File: src/rtl/uart_receiver.sv
// ---------------------------------------------------------------------------
// uart_receiver
//   8N1 UART receiver. The line is oversampled with the system clock, each
//   bit is sampled at its centre, and every good byte is offered on a
//   ready/valid output register. A bad stop bit and a dropped byte are each
//   reported with a one-cycle pulse.
//
// Ports
//   clk            system clock, rising edge
//   reset          asynchronous, active-low reset
//   serial_in      asynchronous UART line, idle high
//   data_out       received byte, held while data_out_valid && !data_out_ready
//   data_out_valid a byte is available
//   data_out_ready consumer takes the byte on an edge where valid && ready
//   framing_error  one-cycle pulse: stop bit sampled low
//   overrun        one-cycle pulse: a completed byte was dropped (output full)
// ---------------------------------------------------------------------------
module uart_receiver #(
    parameter int CLOCK_FREQ = 125_000_000,
    parameter int BAUD_RATE  = 115_200
) (
    input  logic       clk,
    input  logic       reset,
    input  logic       serial_in,
    output logic [7:0] data_out,
    output logic       data_out_valid,
    input  logic       data_out_ready,
    output logic       framing_error,
    output logic       overrun
);

    localparam int SYMBOL_EDGE_TIME    = CLOCK_FREQ / BAUD_RATE;
    localparam int SAMPLE_TIME         = SYMBOL_EDGE_TIME / 2;
    localparam int CLOCK_COUNTER_WIDTH = $clog2(SYMBOL_EDGE_TIME);

    localparam logic [CLOCK_COUNTER_WIDTH-1:0] SYMBOL_LAST =
        CLOCK_COUNTER_WIDTH'(SYMBOL_EDGE_TIME - 1);
    localparam logic [CLOCK_COUNTER_WIDTH-1:0] SAMPLE_LAST =
        CLOCK_COUNTER_WIDTH'(SAMPLE_TIME - 1);

    typedef enum logic [2:0] {
        IDLE,
        START,
        DATA,
        STOP,
        WAIT_IDLE
    } state_t;

    state_t                         state;
    state_t                         state_next;
    logic                           sync_meta;
    logic                           rx;
    logic [CLOCK_COUNTER_WIDTH-1:0] counter;
    logic [2:0]                     bit_index;
    logic [7:0]                     shift_reg;

    // Decoded strobes from the output process
    logic counter_clear;
    logic data_sample;
    logic deliver;
    logic stop_bad;

    // Two-flop synchronizer; preset to the idle level so reset never looks
    // like a start bit.
    // NOTE: all clocked state uses non-blocking assignments so every flop
    // sees the pre-edge value of every other flop.
    always_ff @(posedge clk or negedge reset) begin
        if (!reset) begin
            sync_meta <= 1'b1;
            rx        <= 1'b1;
        end else begin
            sync_meta <= serial_in;
            rx        <= sync_meta;
        end
    end

    // FSM: state register
    always_ff @(posedge clk or negedge reset) begin
        if (!reset) begin
            state <= IDLE;
        end else begin
            state <= state_next;
        end
    end

    // FSM: next-state logic
    // NOTE: every always_comb output gets a default first, so no path can
    // leave it unassigned and infer a latch.
    always_comb begin
        state_next = state;
        unique case (state)
            IDLE:      if (!rx) state_next = START;
            START:     if (counter == SAMPLE_LAST) state_next = rx ? IDLE : DATA;
            DATA:      if (counter == SYMBOL_LAST && bit_index == 3'd7) state_next = STOP;
            STOP:      if (counter == SYMBOL_LAST) state_next = rx ? IDLE : WAIT_IDLE;
            WAIT_IDLE: if (rx) state_next = IDLE;
            default:   state_next = IDLE;
        endcase
    end

    // FSM: output decode
    always_comb begin
        data_sample   = 1'b0;
        deliver       = 1'b0;
        stop_bad      = 1'b0;
        counter_clear = (state_next != state) || (counter == SYMBOL_LAST) ||
                        (state == IDLE) || (state == WAIT_IDLE);
        unique case (state)
            DATA:    data_sample = (counter == SYMBOL_LAST);
            STOP: begin
                deliver  = (counter == SYMBOL_LAST) && rx;
                stop_bad = (counter == SYMBOL_LAST) && !rx;
            end
            default: ;
        endcase
    end

    // Bit-period counter, bit index and shift register
    always_ff @(posedge clk or negedge reset) begin
        if (!reset) begin
            counter   <= '0;
            bit_index <= '0;
            shift_reg <= '0;
        end else begin
            counter <= counter_clear ? '0 : counter + CLOCK_COUNTER_WIDTH'(1);
            if (state == START) begin
                bit_index <= '0;
            end else if (data_sample) begin
                // LSB arrives first, so shifting in at the top leaves bit 0
                // in the LSB after eight samples.
                shift_reg <= {rx, shift_reg[7:1]};
                bit_index <= bit_index + 3'd1;
            end
        end
    end

    // Output register and handshake. A delivery while the consumer is also
    // draining the previous byte replaces it in the same edge.
    always_ff @(posedge clk or negedge reset) begin
        if (!reset) begin
            data_out       <= 8'h00;
            data_out_valid <= 1'b0;
            framing_error  <= 1'b0;
            overrun        <= 1'b0;
        end else begin
            framing_error <= stop_bad;
            overrun       <= 1'b0;
            if (deliver) begin
                if (!data_out_valid || data_out_ready) begin
                    data_out       <= shift_reg;
                    data_out_valid <= 1'b1;
                end else begin
                    overrun <= 1'b1;
                end
            end else if (data_out_valid && data_out_ready) begin
                data_out_valid <= 1'b0;
            end
        end
    end

endmodule

File: config.mk
export PLATFORM = sky130hd
export DESIGN_NAME = uart_receiver
export DESIGN_NICKNAME = d
export VERILOG_FILES = /design/src/rtl/uart_receiver.sv
export SDC_FILE = /design/constraint.sdc
export NUM_CORES = 1
export LEC_CHECK = 0
export BUFFER_PORTS_ARGS = -buffer_cell sky130_fd_sc_hd__buf_2
export CORE_MARGIN = 2
export CORE_UTILIZATION = 42
export CTS_BUF_LIST = sky130_fd_sc_hd__clkbuf_8 sky130_fd_sc_hd__clkbuf_16
export CTS_CLUSTER_DIAMETER = 60
export CTS_CLUSTER_SIZE = 30
export DETAILED_ROUTE_END_ITERATION = 12
export GPL_ROUTABILITY_DRIVEN = 0
export GPL_TIMING_DRIVEN = 0
export PLACE_DENSITY = 0.61
export SETUP_SLACK_MARGIN = 0.5
export SLEW_MARGIN = 0
export SYNTH_ARGS = -nofsm -noshare
export SYNTH_HDL_FRONTEND = slang
export SYNTH_SLANG_ARGS = --single-unit
export TNS_END_PERCENT = 10
File: constraint.sdc
create_clock -name clk -period 3.07 [get_ports clk]
set_input_delay 0.307 -clock clk [delete_from_list [all_inputs] [get_ports clk]]
set_output_delay 0.307 -clock clk [all_outputs]
set_load 0.05 [all_outputs]
==> summary.md, run 1 <==
| Metric | Value |
|---|---|
| GRT overflow | 0 |
| Port bufs | 14 |
| Setup tns final | 0 ns |
| Clock Tree Buf Depth | 2 |
| CP arrival | between 2 and 2.5 ns |
| Clk sinks | 38 |
| Max-slew headroom | 0.4313 |
| Die Area | 4864 sq um |
| Leak pwr | 1.056 nW |
| CP required | 3.21 ns |
| First-pass GRT wire length | approximately 5700 microns |
| Switch share | 0.2139 |
| Antenna Nets Post-Route | 0 |
| Synthesis-to-layout area growth | 12.54% |
| Vias in the first global route | about 1200 |
| DRC viols | 0 |
| Hold buffers post-CTS | 0 |
| Vias per Instance | 5.333 |
| P per Cell Area | between 400 and 500 nW/um^2 |
| Post-layout net count | approximately 170 |
| Post-Layout Inst Area | 2043 sq um |
| Worst min path class | input pin to register |
| Final cell count without fillers | roughly 210 |
| Clock transition at the registers of the reported paths | around 0.080 ns |
| I/O pin count | 15 |
| Status | finished clean |
| Cells after synthesis | 141 |
| Count leader, synth | dfrtp_1 |
| Post_cts resized | 0 |
| Final HPWL DP | 2217 microns |
| Area of the core | 4086 sq um |
| Post-synthesis cell type count | 37 |
| CP Class | register to register |
| VDD IR-drop max | approximately 0.24 mV |
| Post-synth EDFFs | 0 |
| Comb pwr share | 0.014 |
| Top cells by count, synth | 36 x dfrtp_1, 16 x mux2_4, 13 x nor2_1 |
| Synth Net Count | 150 |
| CTS buffer count | 5 |
| Worst-Skew Late Latency | 0.29 ns |
| Seq pwr share | 0.578 |
| Max reg flops | 11 |
| Mapped cell area | 1815 sq um |
| Tcrit/Tclk final | 0.6399 |
| Mean post-synth cell area | 12.88 sq um |
| H-tree Lvls | 2 |
| Routed wire length | about 3200 microns |
| DR pass1 iterations | 4 |
| Die W | between 60 and 70 microns |
| Diodes inserted | 0 |
| Max-Cap Viols | 0 |
| Placed Area | between 1500 and 2000 sq um |
| Top cell type's share of synthesized area | 0.4962 |
| Die height | between 60 and 70 microns |
| Yosys reg bits | 38 |
| Cell Int Power | 0.6851 mW |
| Psw | roughly 0.19 mW |
| Min Tclk post-route | between 1.5 and 2 ns |
| Largest net degree at the start of global routing | 39 |
| Top cell type by total area after synthesis | dfrtp_1 |
| Endpoints failing hold | 0 |
| Vias | roughly 1100 |
| Initial antenna violation count | 0 |
| Crit. End Element | register |
| CTS Root Cell | clkbuf_8 |
| 1st-iter DRT viols | 46 |
| Largest cells by area after synthesis | dfrtp_1 50%, mux2_4 13%, ha_1 3.4% |
| Initial Util | 0.4443 |
| Max Clk Rate | ~510 MHz |
| CP startpoint kind | register |
| Sequential area share after synthesis | 0.5252 |
| Gr usage total | 0.1457 |
| Pins Over Slew Limit | 0 |
| Clock share of power | 0.408 |
| Dpl cells | roughly 210 |
| Ys async rst share | 1.000 |
| Clock skew | between 0.008 and 0.009 ns |
| Std-Cell Rows | 23 |
| Fraction of layout cells with a size suffix above 1 | 0.3067 |
| CTS tree | done |
| Slew @ Worst Pin | between 0.8 and 0.9 ns |
| RSZ-0062 raised after global routing | false |
| Smallest hold slack | roughly 0.11 ns |
| Largest fanout on the critical path | 7 |
| Total setup buffers inserted after CTS | 0 |
| DR WL/cell | approximately 15 microns |
| Final setup vio count | 0 |
| Top FF cell, synth | dfrtp_1 |
| YS warnings | 0 |
-- cell families after synthesis --
group                      share of synthesized area
AOI/OAI and AO/OA                            0.07443
adders and majority gates                    0.03446
and+or+nand+nor                               0.1599
muxes                                         0.1323
xor gates and xnor gates                     0.03377
DFF                                           0.5252
buffers and inverters                        0.03997
-- stage by stage --
stage          power [mW]  setup WS [ns]    util
2_1_floorplan      0.5141          1.336       -
3_3_place_gp       0.5259          1.159  0.4767
3_5_place_dp       0.5265          1.087  0.4767
4_1_cts            0.8858          1.035  0.5000
5_1_grt            0.9067         0.9244  0.5000
6_report           0.8714          1.105  0.5000
-- metal layers --
metal | track usage | vias to the layer above | part of all wire
li1 | - | 546 | -
met1 | 0.1751 | 562 | 0.46
met2 | 0.2532 | 23 | 0.49
met3 | 0.03198 | 5 | 0.032
met4 | 0.05769 | 0 | 0.014
met5 | 0 | - | 0
-- power groups by stage --
| stage | Clock, mW | Combinational (mW) | Sequential, mW |
|---|---|---|---|
| 2_1_floorplan | 0 | 0.000730 | 0.513 |
| 3_3_place_gp | 0 | 0.0123 | 0.514 |
| 3_5_place_dp | 0 | 0.0128 | 0.514 |
| 4_1_cts | 0.369 | 0.0129 | 0.504 |
| 5_1_grt | 0.388 | 0.0144 | 0.504 |
| 6_report | 0.356 | 0.0120 | 0.504 |
-- path summary, 6_finish.rpt --
check                           start          end  slack (ns)  depth (start not counted)
max                        counter[1]   counter[4]        1.11                          6
min                         serial_in    sync_meta        0.11                          1
max reg2reg                counter[1]   counter[4]        1.11                          6
min reg2reg                 sync_meta           rx        0.36                          0
max in group asynchronous       reset  counter[10]        2.41                          1
min in group asynchronous       reset      overrun        0.13                          1
-- final cells by class --
class	instances	area, sq um
timing repair buffer	14	70.07
sequential	38	953.4
clock buffer	6	82.58
clock inverter	2	12.51
inverter	5	18.77
fill	354	2043
multi-input combinational	94	789.5
buffer	4	53.80
tap	50	62.56
-- worst max-delay path, cell delays in order (launching register included) --
cell and delay, ns:
dfrtp_1 0.44, inv_1 0.11, ha_1 0.13, nor4bb_1 0.25
nand3_1 0.21, o211ai_1 0.55, nor2_1 0.12
-- placed cells by master (no fill, tap or decap), drive strengths merged --
cell,instances
and4,1
inv,5
dfstp,2
o2bb2ai,3
a21o,3
or4,1
and3b,1
xnor2,1
and2,1
ha,5
o221ai,1
and2b,1
or3,1
dfrtp,36
a211oi,2
clkbuf,6
and3,5
nor2,13
a21oi,2
mux2,16
xor2,6
nor4bb,1
nand4,4
nand2b,1
nor3,2
nand3,8
a31oi,2
o21ai,1
clkinv,1
clkinvlp,1
nand2,8
o211ai,1
buf,18
a32o,1
a32oi,2
No activity file was read; power rests on OpenSTA's default activity.
==> run 2, diff against run 1 <==
Settings changed: PLACE_DENSITY 0.61 to 0.64.
Clock period 3.07 ns to 1.6 ns, I/O delays scaled along.
==> summary.md, run 2 (synthesis results as in run 1) <==
| Metric | Value |
|---|---|
| Status | finished, violations left |
| Violations in the final reports | negative hold slack, negative setup slack |
| Synthesis-to-layout area growth | 20.47% |
| Vias | 1182 |
| Worst min path class | input pin to asynchronous set/reset pin |
| Routed wire length | around 3200 microns |
| Endpoints failing hold | 36 |
| Final HPWL DP | 2151 microns |
| Slew @ Worst Pin | 0.8202 ns |
| RSZ-0062 raised after global routing | true |
| Final setup vio count | 25 |
| Final cell count without fillers | roughly 220 |
| Antenna Nets Post-Route | 0 |
| Min Tclk post-route | 1.729 ns |
| I/O pin count | 15 |
| Smallest hold slack | -0.03566 ns |
| Leak pwr | about 1.1 nW |
| Port bufs | 14 |
| Largest net degree at the start of global routing | 39 |
| CTS tree | done |
| Dpl cells | roughly 210 |
| Post-layout net count | between 150 and 200 |
| Placed Area | roughly 1900 sq um |
| Gr usage total | 0.1457 |
| Std-Cell Rows | 23 |
| Tcrit/Tclk final | 1.081 |
| First-pass GRT wire length | 5582 microns |
| GRT overflow | 0 |
| Area of the core | 4086 sq um |
| Most frequent cells in the layout | 35 x dfrtp_1, 16 x mux2_4, 13 x nor2_1, 10 x buf_4 |
| Initial Util | 0.4443 |
| Max reg flops | 11 |
| H-tree Lvls | 2 |
| CP startpoint kind | register |
| CP required | 1.77 ns |
| Clock transition at the registers of the reported paths | ~0.070 ns |
| Cells along the critical path | inv_2, ha_4, and3b_2, and3_4, buf_12, nand3_4, mux2_4 |
| Setup slack at placement | -0.2788 ns |
| Clock Tree Buf Depth | 2 |
| DR WL/cell | 14.38 microns |
| CTS Root Cell | clkbuf_8 |
| 1st-iter DRT viols | 34 |
| Vias in the first global route | approximately 1200 |
| Fraction of layout cells with a size suffix above 1 | 0.3908 |
| Pins Over Slew Limit | 0 |
| CTS buffer count | 5 |
| DR pass1 iterations | 4 |
| Final worst slack | -0.1293 ns |
| Die height | 69.75 microns |
| Worst-Skew Late Latency | approximately 0.29 ns |
| Worst reg2reg startpoint | counter[0] |
| Reg2reg setup slack | -0.13 ns |
| Initial antenna violation count | 0 |
| Max Clk Rate | around 580 MHz |
| End of the worst register-to-register path | data_out[0] |
| DRC viols | 0 |
| Fin util | 0.5352 |
| Die W | 69.75 microns |
| P per Cell Area | roughly 820 nW/um^2 |
| Clk sinks | 38 |
| CP Class | register to register |
| Leading cell type in the layout, fill and taps excluded | dfrtp_1 |
| Largest fanout on the critical path | 8 |
| Diodes inserted | 0 |
| Post-Layout Inst Area | 2187 sq um |
| Register-to-Register Path Depth | 7 |
| Max-slew headroom | 0.4532 |
| VDD IR-drop max | 0.4839 mV |
| CP arrival | around 1.9 ns |
| Clock skew | 0.004384 ns |
| Vias per Instance | ~5.3 |
| Crit. End Element | register |
| Max-Cap Viols | 0 |
| Die Area | roughly 4900 sq um |
| Slowest cell on the critical path | dfrtp_2 |
| Slowest stage delay, CP | 0.42 ns |
run 2: timing repair:
action	in CTS	in global routing
hold buffers	1	0
hold endpoints to repair	32	0
resized for setup	6	10
pin swaps	16	5
setup endpoints to repair	36	42
cloned	0	0
buffers inserted	8	2
run 2: metrics by stage:
stage                     hold slack (ns)  total power [mW]  TNS, ns
after floorplan                   -0.1356            0.9864   -1.933
after global placement             0.2665             1.009   -6.097
after detailed placement           0.2663             1.010   -6.816
after CTS                       -0.002574             1.823   -1.888
after global routing              0.04115             1.868   -4.901
final                            -0.03566             1.785   -2.191
run 2: where the power goes:
part | total, mW | internal [mW] | switching, mW | leakage [nW]
registers | 0.967 | 0.965 | 0.00267 | 0.508
logic | 0.0237 | 0.00526 | 0.0185 | 0.553
clock network | 0.794 | 0.459 | 0.335 | 0.0579
run 2: worst max-delay path by stage:
stage	slack, ns	start	to	cells past startpoint
finish	-0.13	counter[0]	data_out[0]	7
global route	-0.20	counter[0]	data_out[1]	7
CTS	-0.11	counter[0]	shift_reg[4]	7
detailed placement	-0.28	counter[0]	shift_reg[3]	7
global placement	-0.25	counter[0]	shift_reg[0]	7
floorplan	-0.13	counter[0]	shift_reg[0]	7
run 2: layer usage:
metal	track usage	share of wire
met2	0.2276	0.46
met1	0.1807	0.47
met4	0.06197	0.018
met5	0	0
met3	0.05523	0.048
run 2: final cells by class:
class	instances	area (sq um)
tap	50	62.56
inverter	5	18.77
fill	353	1899
sequential	38	954.7
timing repair buffer	25	170.2
multi-input combinational	94	818.3
buffer	4	53.80
clock inverter	3	40.04
clock buffer	5	68.82
run 2: critical path: cells and delay by family, from the launching register on:
| kind | cells | cell delay (ns) |
|---|---|---|
| AND/OR/NAND/NOR | 3 | 0.55 |
| adder cells (fa/ha/maj) | 1 | 0.12 |
| multiplexers | 1 | 0.34 |
| buffers and inverters | 2 | 0.18 |
| flip-flops | 1 | 0.42 |
